## config.mk

```make
export PLATFORM = sky130hd
export DESIGN_NAME = mult8x8_seq_ctrl
export DESIGN_NICKNAME = d
export VERILOG_FILES = /design/src/rtl/mult_seq_pkg.sv /design/src/rtl/mult_seq_nibble_sel.sv /design/src/rtl/mult8x8_seq_ctrl.sv
export SDC_FILE = /design/constraint.sdc
export NUM_CORES = 1
export LEC_CHECK = 0
export ABC_AREA = 1
export ABC_CLOCK_PERIOD_IN_PS = 3400
export BUFFER_PORTS_ARGS = -buffer_cell sky130_fd_sc_hd__buf_2
export CAP_MARGIN = 20
export CORE_ASPECT_RATIO = 1.75
export CORE_MARGIN = 3
export CORE_UTILIZATION = 55
export CTS_BUF_LIST = sky130_fd_sc_hd__clkbuf_4 sky130_fd_sc_hd__clkbuf_8
export DETAILED_ROUTE_END_ITERATION = 6
export PLACE_DENSITY_LB_ADDON = 0.05
export SYNTH_ARGS = -nofsm -noshare
export SYNTH_HDL_FRONTEND = slang
export SYNTH_SLANG_ARGS = --single-unit
```

## constraint.sdc

```tcl
create_clock -name clk -period 3.4 [get_ports clk]
set_input_delay 0.68 -clock clk [delete_from_list [all_inputs] [get_ports clk]]
set_output_delay 0.68 -clock clk [all_outputs]
set_load 0.1 [all_outputs]
```

## src/rtl/mult_seq_pkg.sv

```systemverilog
// Shared types and constants for the sequential 8x8 multiplier controller.
//   state_t    : controller states
//   phase_t    : partial-product phase (which nibble of a / b feeds the core)
//   operands_t : registered operand pair
//   SHIFT_TBL  : left shift applied to each phase's sub-product
package mult_seq_pkg;

   localparam int unsigned NIB_W   = 4;
   localparam int unsigned OPD_W   = 8;
   localparam int unsigned CORE_W  = 8;
   localparam int unsigned PROD_W  = 16;
   localparam int unsigned SHIFT_W = 4;
   localparam int unsigned PH_W    = 2;
   localparam int unsigned CNT_W   = 2;

   typedef enum logic [1:0] {
      ST_IDLE  = 2'd0,
      ST_ISSUE = 2'd1,
      ST_WAIT  = 2'd2,
      ST_DONE  = 2'd3
   } state_t;

   typedef enum logic [1:0] {
      PH_LL = 2'd0,
      PH_LH = 2'd1,
      PH_HL = 2'd2,
      PH_HH = 2'd3
   } phase_t;

   typedef struct packed {
      logic [OPD_W-1:0] a;
      logic [OPD_W-1:0] b;
   } operands_t;

   // Indexed by phase_t: LL=0, LH=4, HL=4, HH=8
   localparam logic [3:0][SHIFT_W-1:0] SHIFT_TBL = '{4'd8, 4'd4, 4'd4, 4'd0};

endpackage

```

## src/rtl/mult_seq_nibble_sel.sv

```systemverilog
// Phase -> core stimulus mux.
// Maps the running phase index (0..3) onto a partial-product phase, honouring
// the configured issue order, and selects the operand nibbles and shift.
//   i_phase_idx : running phase counter (0 = first issued phase)
//   i_en        : high while the core should be driven; outputs are 0 otherwise
//   i_ops       : registered operand pair
//   o_mul_a/b   : nibbles to the external 4x4 core
//   o_shift     : left shift for this phase's sub-product
module mult_seq_nibble_sel
   import mult_seq_pkg::*;
#(
   parameter bit ORDER_HI_FIRST = 1'b0
) (
   input  logic [PH_W-1:0]    i_phase_idx,
   input  logic               i_en,
   input  operands_t          i_ops,
   output logic [NIB_W-1:0]   o_mul_a,
   output logic [NIB_W-1:0]   o_mul_b,
   output logic [SHIFT_W-1:0] o_shift
);

   phase_t w_phase;
   logic   w_a_hi;
   logic   w_b_hi;

   always_comb begin
      // Hi-first order is the reverse sequence, i.e. 3 - idx.
      w_phase = ORDER_HI_FIRST ? phase_t'(~i_phase_idx) : phase_t'(i_phase_idx);
      w_a_hi  = (w_phase == PH_HL) || (w_phase == PH_HH);
      w_b_hi  = (w_phase == PH_LH) || (w_phase == PH_HH);
      o_mul_a = '0;
      o_mul_b = '0;
      if (i_en) begin
         o_mul_a = w_a_hi ? i_ops.a[7:4] : i_ops.a[3:0];
         o_mul_b = w_b_hi ? i_ops.b[7:4] : i_ops.b[3:0];
      end
      o_shift = SHIFT_TBL[w_phase];
   end

endmodule

```

## src/rtl/mult8x8_seq_ctrl.sv

```systemverilog
// Sequential 8x8 unsigned multiplier controller.
// Time-multiplexes an external 4x4 multiplier core over four partial-product
// phases and accumulates sum(sub-product << shift) into a 16-bit result.
//   clk, rst            : clock, synchronous active-high reset
//   in_valid/in_ready   : operand handshake, in_a / in_b operands
//   mul_a/mul_b, mul_p  : external core stimulus and product (MUL_LAT cycles)
//   out_valid/out_ready : result handshake, out_p product
//   busy                : high whenever the controller is not idle
module mult8x8_seq_ctrl
   import mult_seq_pkg::*;
#(
   parameter int unsigned MUL_LAT        = 0,
   parameter bit          ORDER_HI_FIRST = 1'b0
) (
   input  logic              clk,
   input  logic              rst,
   input  logic              in_valid,
   output logic              in_ready,
   input  logic [OPD_W-1:0]  in_a,
   input  logic [OPD_W-1:0]  in_b,
   output logic [NIB_W-1:0]  mul_a,
   output logic [NIB_W-1:0]  mul_b,
   input  logic [CORE_W-1:0] mul_p,
   output logic              out_valid,
   input  logic              out_ready,
   output logic [PROD_W-1:0] out_p,
   output logic              busy
);

   state_t             r_state;
   operands_t          r_ops;
   logic [PROD_W-1:0]  r_acc;
   logic [PH_W-1:0]    r_phase;
   logic [CNT_W-1:0]   r_cnt;
   logic               r_out_valid;

   logic               w_core_en;
   logic [SHIFT_W-1:0] w_shift;
   logic [PROD_W-1:0]  w_acc_sum;
   logic               w_last;
   logic               w_accept;

   // Core is only driven while a product is in flight so it stays quiet otherwise.
   assign w_core_en = (r_state == ST_ISSUE) || (r_state == ST_WAIT);

   mult_seq_nibble_sel #(
      .ORDER_HI_FIRST (ORDER_HI_FIRST)
   ) u_nibble_sel (
      .i_phase_idx (r_phase),
      .i_en        (w_core_en),
      .i_ops       (r_ops),
      .o_mul_a     (mul_a),
      .o_mul_b     (mul_b),
      .o_shift     (w_shift)
   );

   // Sub-product is zero-extended before shifting; the 16-bit sum cannot overflow.
   assign w_acc_sum = r_acc + (PROD_W'(mul_p) << w_shift);
   assign w_last    = (r_phase == PH_W'(3));

   // Accept in IDLE, or in DONE when the result leaves on the same edge.
   assign in_ready  = !rst && ((r_state == ST_IDLE) ||
                               ((r_state == ST_DONE) && out_ready));
   assign w_accept  = in_valid && in_ready;

   assign out_valid = r_out_valid;
   assign out_p     = r_acc;
   assign busy      = (r_state != ST_IDLE);

   // Controller FSM with accumulator and phase sequencing
   always_ff @(posedge clk) begin
      if (rst) begin
         r_state     <= ST_IDLE;
         r_ops       <= '0;
         r_acc       <= '0;
         r_phase     <= '0;
         r_cnt       <= '0;
         r_out_valid <= 1'b0;
      end else begin
         unique case (r_state)
            ST_IDLE: begin
               if (w_accept) begin
                  r_ops   <= '{a: in_a, b: in_b};
                  r_acc   <= '0;
                  r_phase <= '0;
                  r_state <= ST_ISSUE;
               end
            end
            ST_ISSUE: begin
               if (MUL_LAT == 0) begin
                  // Combinational core: product is ready in the issue cycle.
                  r_acc   <= w_acc_sum;
                  r_phase <= r_phase + PH_W'(1);
                  if (w_last) begin
                     r_state     <= ST_DONE;
                     r_out_valid <= 1'b1;
                  end
               end else begin
                  r_cnt   <= CNT_W'(MUL_LAT - 1);
                  r_state <= ST_WAIT;
               end
            end
            ST_WAIT: begin
               if (r_cnt == '0) begin
                  r_acc   <= w_acc_sum;
                  r_phase <= r_phase + PH_W'(1);
                  if (w_last) begin
                     r_state     <= ST_DONE;
                     r_out_valid <= 1'b1;
                  end else begin
                     r_state <= ST_ISSUE;
                  end
               end else begin
                  r_cnt <= r_cnt - CNT_W'(1);
               end
            end
            ST_DONE: begin
               if (out_ready) begin
                  r_out_valid <= 1'b0;
                  if (w_accept) begin
                     // Back-to-back: next operation starts without an idle cycle.
                     r_ops   <= '{a: in_a, b: in_b};
                     r_acc   <= '0;
                     r_phase <= '0;
                     r_state <= ST_ISSUE;
                  end else begin
                     r_state <= ST_IDLE;
                  end
               end
            end
            default: r_state <= ST_IDLE;
         endcase
      end
   end

endmodule

```

==> impl_results.md, run 1 <==
- Worst Max-Slew Pin Slew: 531.9 ps
- Clock sink count: 39
- Slew headroom: 0.6454
- Die area: 6138 µm²
- Hold path start: r_ops[11]
- DR vias: 2865
- DR iter-0 viols: 195
- Outcome: completed
- Max cap viols: 0
- Worst r2r path cells: 14
- Reg clk slew, reported paths: 80 ps
- Nets: 541
- Clk_skew: 6.219 ps
- FF-to-FF setup slack: 580 ps
- Commonest non-fill, non-tap cells in the layout: 116 x nand2_1, 66 x inv_1, 54 x buf_2
- PD cells: 930.0 nW/µm²
- F_max: 346.8 MHz
- Worst Path Required: 2720 ps
- CTS tree: built
- Met2 Track Usage GR: 0.4700
- Worst hold path depth: 2
- Die Wd: 60.53 µm
- Avg Cell Area, Syn: 6.533 µm²
- Syn Nets: 491
- Die height: 101.4 µm
- Gr ovfl total: 0
- Seq/Total Area, Yosys: 0.2728
- Vias per cell: 5.276
- CP Launch Type: flip-flop
- Gr busiest metal: met2
- Routed WL: 7.509 mm
- Hold Crit Class: flip-flop to flip-flop
- Worst reg2reg path endpoint: out_p[8]
- Endpoint, Worst Hold: r_ops[11]
- Core ar.: 5020 µm²
- Final setup fails: 0
- Crit path DAT: 2200 ps
- DR pass1 iterations: 4
- Crit end category: primary output
- Leakage: 0.001725 µW
- RSZ-0062 raised after global routing: no
- Peak supply drop: 0.7109 mV
- Commonest non-fill, non-tap cell in the layout: nand2_1
- Routed Antenna Nets: 0
- Netlist Area Pre-Place: 2861 µm²
- Post-synthesis cell type count: 33
- Post-CTS Hold Fix Bufs: 0
- DP HPWL: 5.834 mm
- Post-route DRC: 0
- Synth warnings: 0
- Routed wire per std cell: 13.83 µm
- Critical path peak fanout: 15
- Antenna diode count: 0
- R2R Path Start: r_phase[0]
- Seq cells post-synth: 39
- Largest net degree at the start of global routing: 26
- CTS Buf Count: 5
- Fin crit period: 2883 ps
- Setup_tns: 0 ps
- Fillers: 491
- Post CTS Setup Buffer Count: 0
- Slew Limit Fails: 0
- H-Tree Depth: 2
- Met3 Track Usage GR: 0.04082
- CTS resizes: 0
- Worst Setup Path Type: flip-flop to primary output
- GR Util All Layers: 0.2599
- First-pass GRT wire length: 12.06 mm
- Later-pin clock latency in the skew report: 290 ps
- Worst Hold Slack: 459.5 ps
- Clock tree buffer depth: 2
- Initial Util: 0.5700
- Ratio of cells with drive above 1 in the final layout: 0.1861
- Vias in the first global route: 2717
- Synthesized instance count: 438
- Fin. Hold Viols: 0
- Area Growth Syn to Fin: 14.52%
- Root buffer cell: clkbuf_8
- RePlAce Congestion: 1.043
- Final period util: 0.8480
- PortBufs: 54
- Number of antenna violations at the first check in global routing: 0
- GR Util met1: 0.2635
- Site row count: 34
- Ports: 55
==> critical path, cell delays in order (launching register included) <==
cell     delay, ps
dfxtp_1        350
ha_1           380
nor2_1         430
o21ai_0        130
a21oi_1        160
buf_2          450
==> stage by stage <==
step,power (µW),instance area [µm²],util,instances,setup slack [ps]
2_1_floorplan,2224,2861,-,438,150.9
3_3_place_gp,2551,3141,0.6256,535,660.0
3_5_place_dp,2567,3141,0.6256,535,618.3
4_1_cts,3052,3277,0.6528,543,508.2
5_1_grt,3263,3277,0.6528,543,260.7
6_report,3048,3277,0.6528,543,516.9
==> cells in the mapped netlist (all sizes together) <==
cell	instances	area share
xor2	3	0.0092
or2	4	0.0087
nand3	28	0.049
o211a	3	0.010
nand4	1	0.0022
nor2	30	0.042
a211oi	1	0.0026
dfxtp	39	0.27
buf	7	0.017
o21ai	24	0.042
clkinv	2	0.0031
clkbuf	5	0.0066
and2	1	0.0022
a21oi	58	0.12
nor3	5	0.0087
o211ai	1	0.0026
ha	24	0.10
fa	1	0.0070
nand2	127	0.18
inv	67	0.089
o21bai	1	0.0026
mux2i	3	0.010
nand3b	3	0.0079
==> power by group <==
part           switching [µW]  total [µW]  internal (µW)  leakage, µW
logic                    1460        1950            481      0.00134
registers                73.7         625            551     0.000318
clock network             176         477            302    0.0000688
==> worst max path at each step <==
stage / startpoint / end / slack [ps] / cells past startpoint
final: r_phase[0] / mul_a[2] / 520 / 5
after global routing: r_phase[0] / out_p[15] / 260 / 14
after CTS: r_phase[0] / mul_a[2] / 510 / 5
after detailed placement: r_phase[0] / out_p[8] / 620 / 14
after global placement: r_phase[0] / out_p[8] / 660 / 14
after floorplan: r_state[1] / mul_a[0] / 150 / 5
==> sequential cells by signal, indices dropped and copies added, names as in the netlist <==
register / count
out_valid: 1
r_cnt: 2
out_p: 16
r_ops: 16
r_phase: 2
r_state: 2
==> logic make-up after synthesis <==
logic type / Yosys count / synth area share
AOI/OAI and AO/OA: 88 / 0.1788
xor gates and xnor gates: 3 / 0.009184
adders and majority gates: 25 / 0.1119
buffers and inverters: 81 / 0.1150
DFF: 39 / 0.2728
muxes: 3 / 0.01049
and+or+nand+nor: 199 / 0.3017
==> metal layers <==
metal	wire length, µm	share of wire
met2	3868	0.52
met1	2904	0.39
met4	433	0.058
met3	303	0.040
met5	0	0
==> area by class of cell <==
| class | count | area [µm²] | area share |
|---|---|---|---|
| Clock inverter | 2 | 60.06 | 0.01833 |
| Multi-Input combinational cell | 318 | 1752 | 0.5346 |
| Inverter | 69 | 262.8 | 0.08018 |
| Clock buffer | 6 | 76.32 | 0.02329 |
| Timing Repair Buffer | 55 | 277.8 | 0.08477 |
| Tap cell | 54 | 67.56 | 0.02062 |
| Sequential cell | 39 | 780.7 | 0.2383 |
(Power assumes the default switching activity.)
==> inputs of run 2 (changes only) <==
Settings changed: ABC_CLOCK_PERIOD_IN_PS 3400 to 3000.
Clock period 3.4 ns to 3 ns, I/O delays scaled along.
==> run 2 against run 1 <==
Wire length increased by 1.4%. Hold slack got worse by 1.8 ps. Total power increased by 8.9%. Register-to-register slack got worse by 270 ps. First-iteration DRC count decreased by 41%. Critical path type unchanged. Sequential share of layout area increased by 0.22 points. Critical path depth unchanged.
==> impl_results.md, run 2 (synthesized netlist as in run 1, its figures left out) <==
- Critical path peak fanout: 11
- DR pass1 iterations: 4
- Die area: 6138 µm²
- Core ar.: 5020 µm²
- PD cells: 1023 nW/µm²
- Routed Antenna Nets: 0
- Fin. Hold Viols: 0
- Die Wd: 60.53 µm
- Clk_skew: 6.326 ps
- Sw Share: 0.5954
- Root buffer cell: clkbuf_8
- DP HPWL: 6.003 mm
- DR iter-0 viols: 116
- CTS Buf Count: 5
- Part of the power in the clock network: 0.109
- Number of antenna violations at the first check in global routing: 0
- Slew headroom: 0.6551
- Clock tree buffer depth: 2
- Initial Util: 0.5700
- Leakage: 0.001700 µW
- Combinational power share: 0.675
- CTS tree: built
- Clock sink count: 39
- Slowest-stage cell, CP: ha_1
- Commonest non-fill, non-tap cell in the layout: nand2_1
- Crit path DAT: 2160 ps
- Peak supply drop: 0.6161 mV
- Slew Limit Fails: 0
- Largest net degree at the start of global routing: 25
- CP Launch Type: flip-flop
- Area Growth Syn to Fin: 13.47%
- Worst Max-Slew Pin Slew: 515.4 ps
- Final period util: 0.9197
- Setup_tns: 0 ps
- RSZ-0062 raised after global routing: no
- Vias in the first global route: 2819
- Psw: 1977 µW
- Ratio of cells with drive above 1 in the final layout: 0.1939
- Antenna diode count: 0
- Nets: 542
- Crit end category: primary output
- RePlAce Congestion: 0.9747
- Crit-path max cell delay: 510 ps
- First-pass GRT wire length: 12.45 mm
- Routed wire per std cell: 13.99 µm
- Routed WL: 7.613 mm
- Fillers: 520
- F_max: 362.4 MHz
- Vias per cell: 5.366
- Reg clk slew, reported paths: 80 ps
- Hold Crit Class: flip-flop to flip-flop
- Site row count: 34
- Outcome: completed
- DR vias: 2919
- Worst Path Required: 2400 ps
- CTS resizes: 0
- Later-pin clock latency in the skew report: 290 ps
- Fin crit period: 2759 ps
- Final setup fails: 0
- Internal Power: 1344 µW
- GR Util All Layers: 0.2673
- Max cap viols: 0
- Ports: 55
- H-Tree Depth: 2
- Total power: 3320 µW
- Reg power frac: 0.215
- PortBufs: 54
- Die height: 101.4 µm
- Worst Setup Path Type: flip-flop to primary output
- Commonest non-fill, non-tap cells in the layout: 116 x nand2_1, 66 x inv_1, 54 x buf_2
- Post-route DRC: 0
- Post CTS Setup Buffer Count: 0
- Post-CTS Hold Fix Bufs: 0
- Crit-path cells: inv_1 -> ha_1 -> o21ai_0 -> a21oi_1 -> buf_2
- Gr ovfl total: 0
[run 2: changes by cell type in the layout (fill, tap and decap cells not counted)]
cell        previous run  this run
a21oi_1               47        45
a21oi_2               10        12
bufinv_16              2         0
clkinvlp_4             0         2
buf_4                  1         2
clkbuf_4               1         0
clkinv_2               1         2
ha_1                  24        23
ha_2                   0         1
[run 2: final cells by class]
class                      count  area [µm²]  area share
clock buffer                   5       68.82     0.02119
clock inverter                 3       20.02    0.006166
inverter                      69       262.8     0.08092
multi-input combinational    318        1762      0.5426
sequential                    39       780.7      0.2405
tap                           54       67.56     0.02081
timing repair buffer          56       285.3     0.08786
[run 2: per-layer routing]
layer | routed length [µm] | vias to the layer above | part of all wire | GRT usage
li1 | - | 1500 | - | -
met1 | 2888 | 1305 | 0.38 | 0.2739
met2 | 4025 | 81 | 0.53 | 0.4842
met3 | 225 | 33 | 0.030 | 0.03444
met4 | 474 | 0 | 0.062 | 0.1736
met5 | 0 | - | 0 | 0
[run 2: power by group through the flow]
| stage | Clock (µW) | Combinational, µW | Sequential, µW |
|---|---|---|---|
| floorplan | 0 | 1410 | 1120 |
| global placement | 0 | 2200 | 723 |
| detailed placement | 0 | 2220 | 727 |
| CTS | 372 | 2230 | 715 |
| global route | 394 | 2450 | 728 |
| finish | 362 | 2240 | 715 |
[run 2: metrics by stage]
step / cells / setup WS (ps) / hold slack [ps] / area, µm² / utilization
after floorplan: 438 / -169.1 / 429.2 / 2869 / -
after global placement: 536 / 328.8 / 441.9 / 3156 / 0.6286
after detailed placement: 536 / 300.4 / 446.3 / 3156 / 0.6286
after CTS: 544 / 266.7 / 459.9 / 3244 / 0.6463
after global routing: 544 / 32.30 / 485.6 / 3247 / 0.6468
final: 544 / 241.0 / 457.7 / 3247 / 0.6468
[run 2: path summary, 6_finish.rpt]
kind	start	to	slack [ps]	depth (start not counted)
setup / recovery	r_state[1]	mul_b[3]	240	5
setup reg to reg	r_phase[0]	out_p[11]	310	13
hold reg to reg	r_ops[2]	r_ops[2]	460	2
hold / removal	r_ops[2]	r_ops[2]	460	2
[run 2: worst max-delay path, delay by kind of cell (launching register included)]
family	cells	cell delay [ps]
adders and majority gates	1	510
buffers and inverters	2	590
DFF	1	440
AOI/OAI and AO/OA	2	330
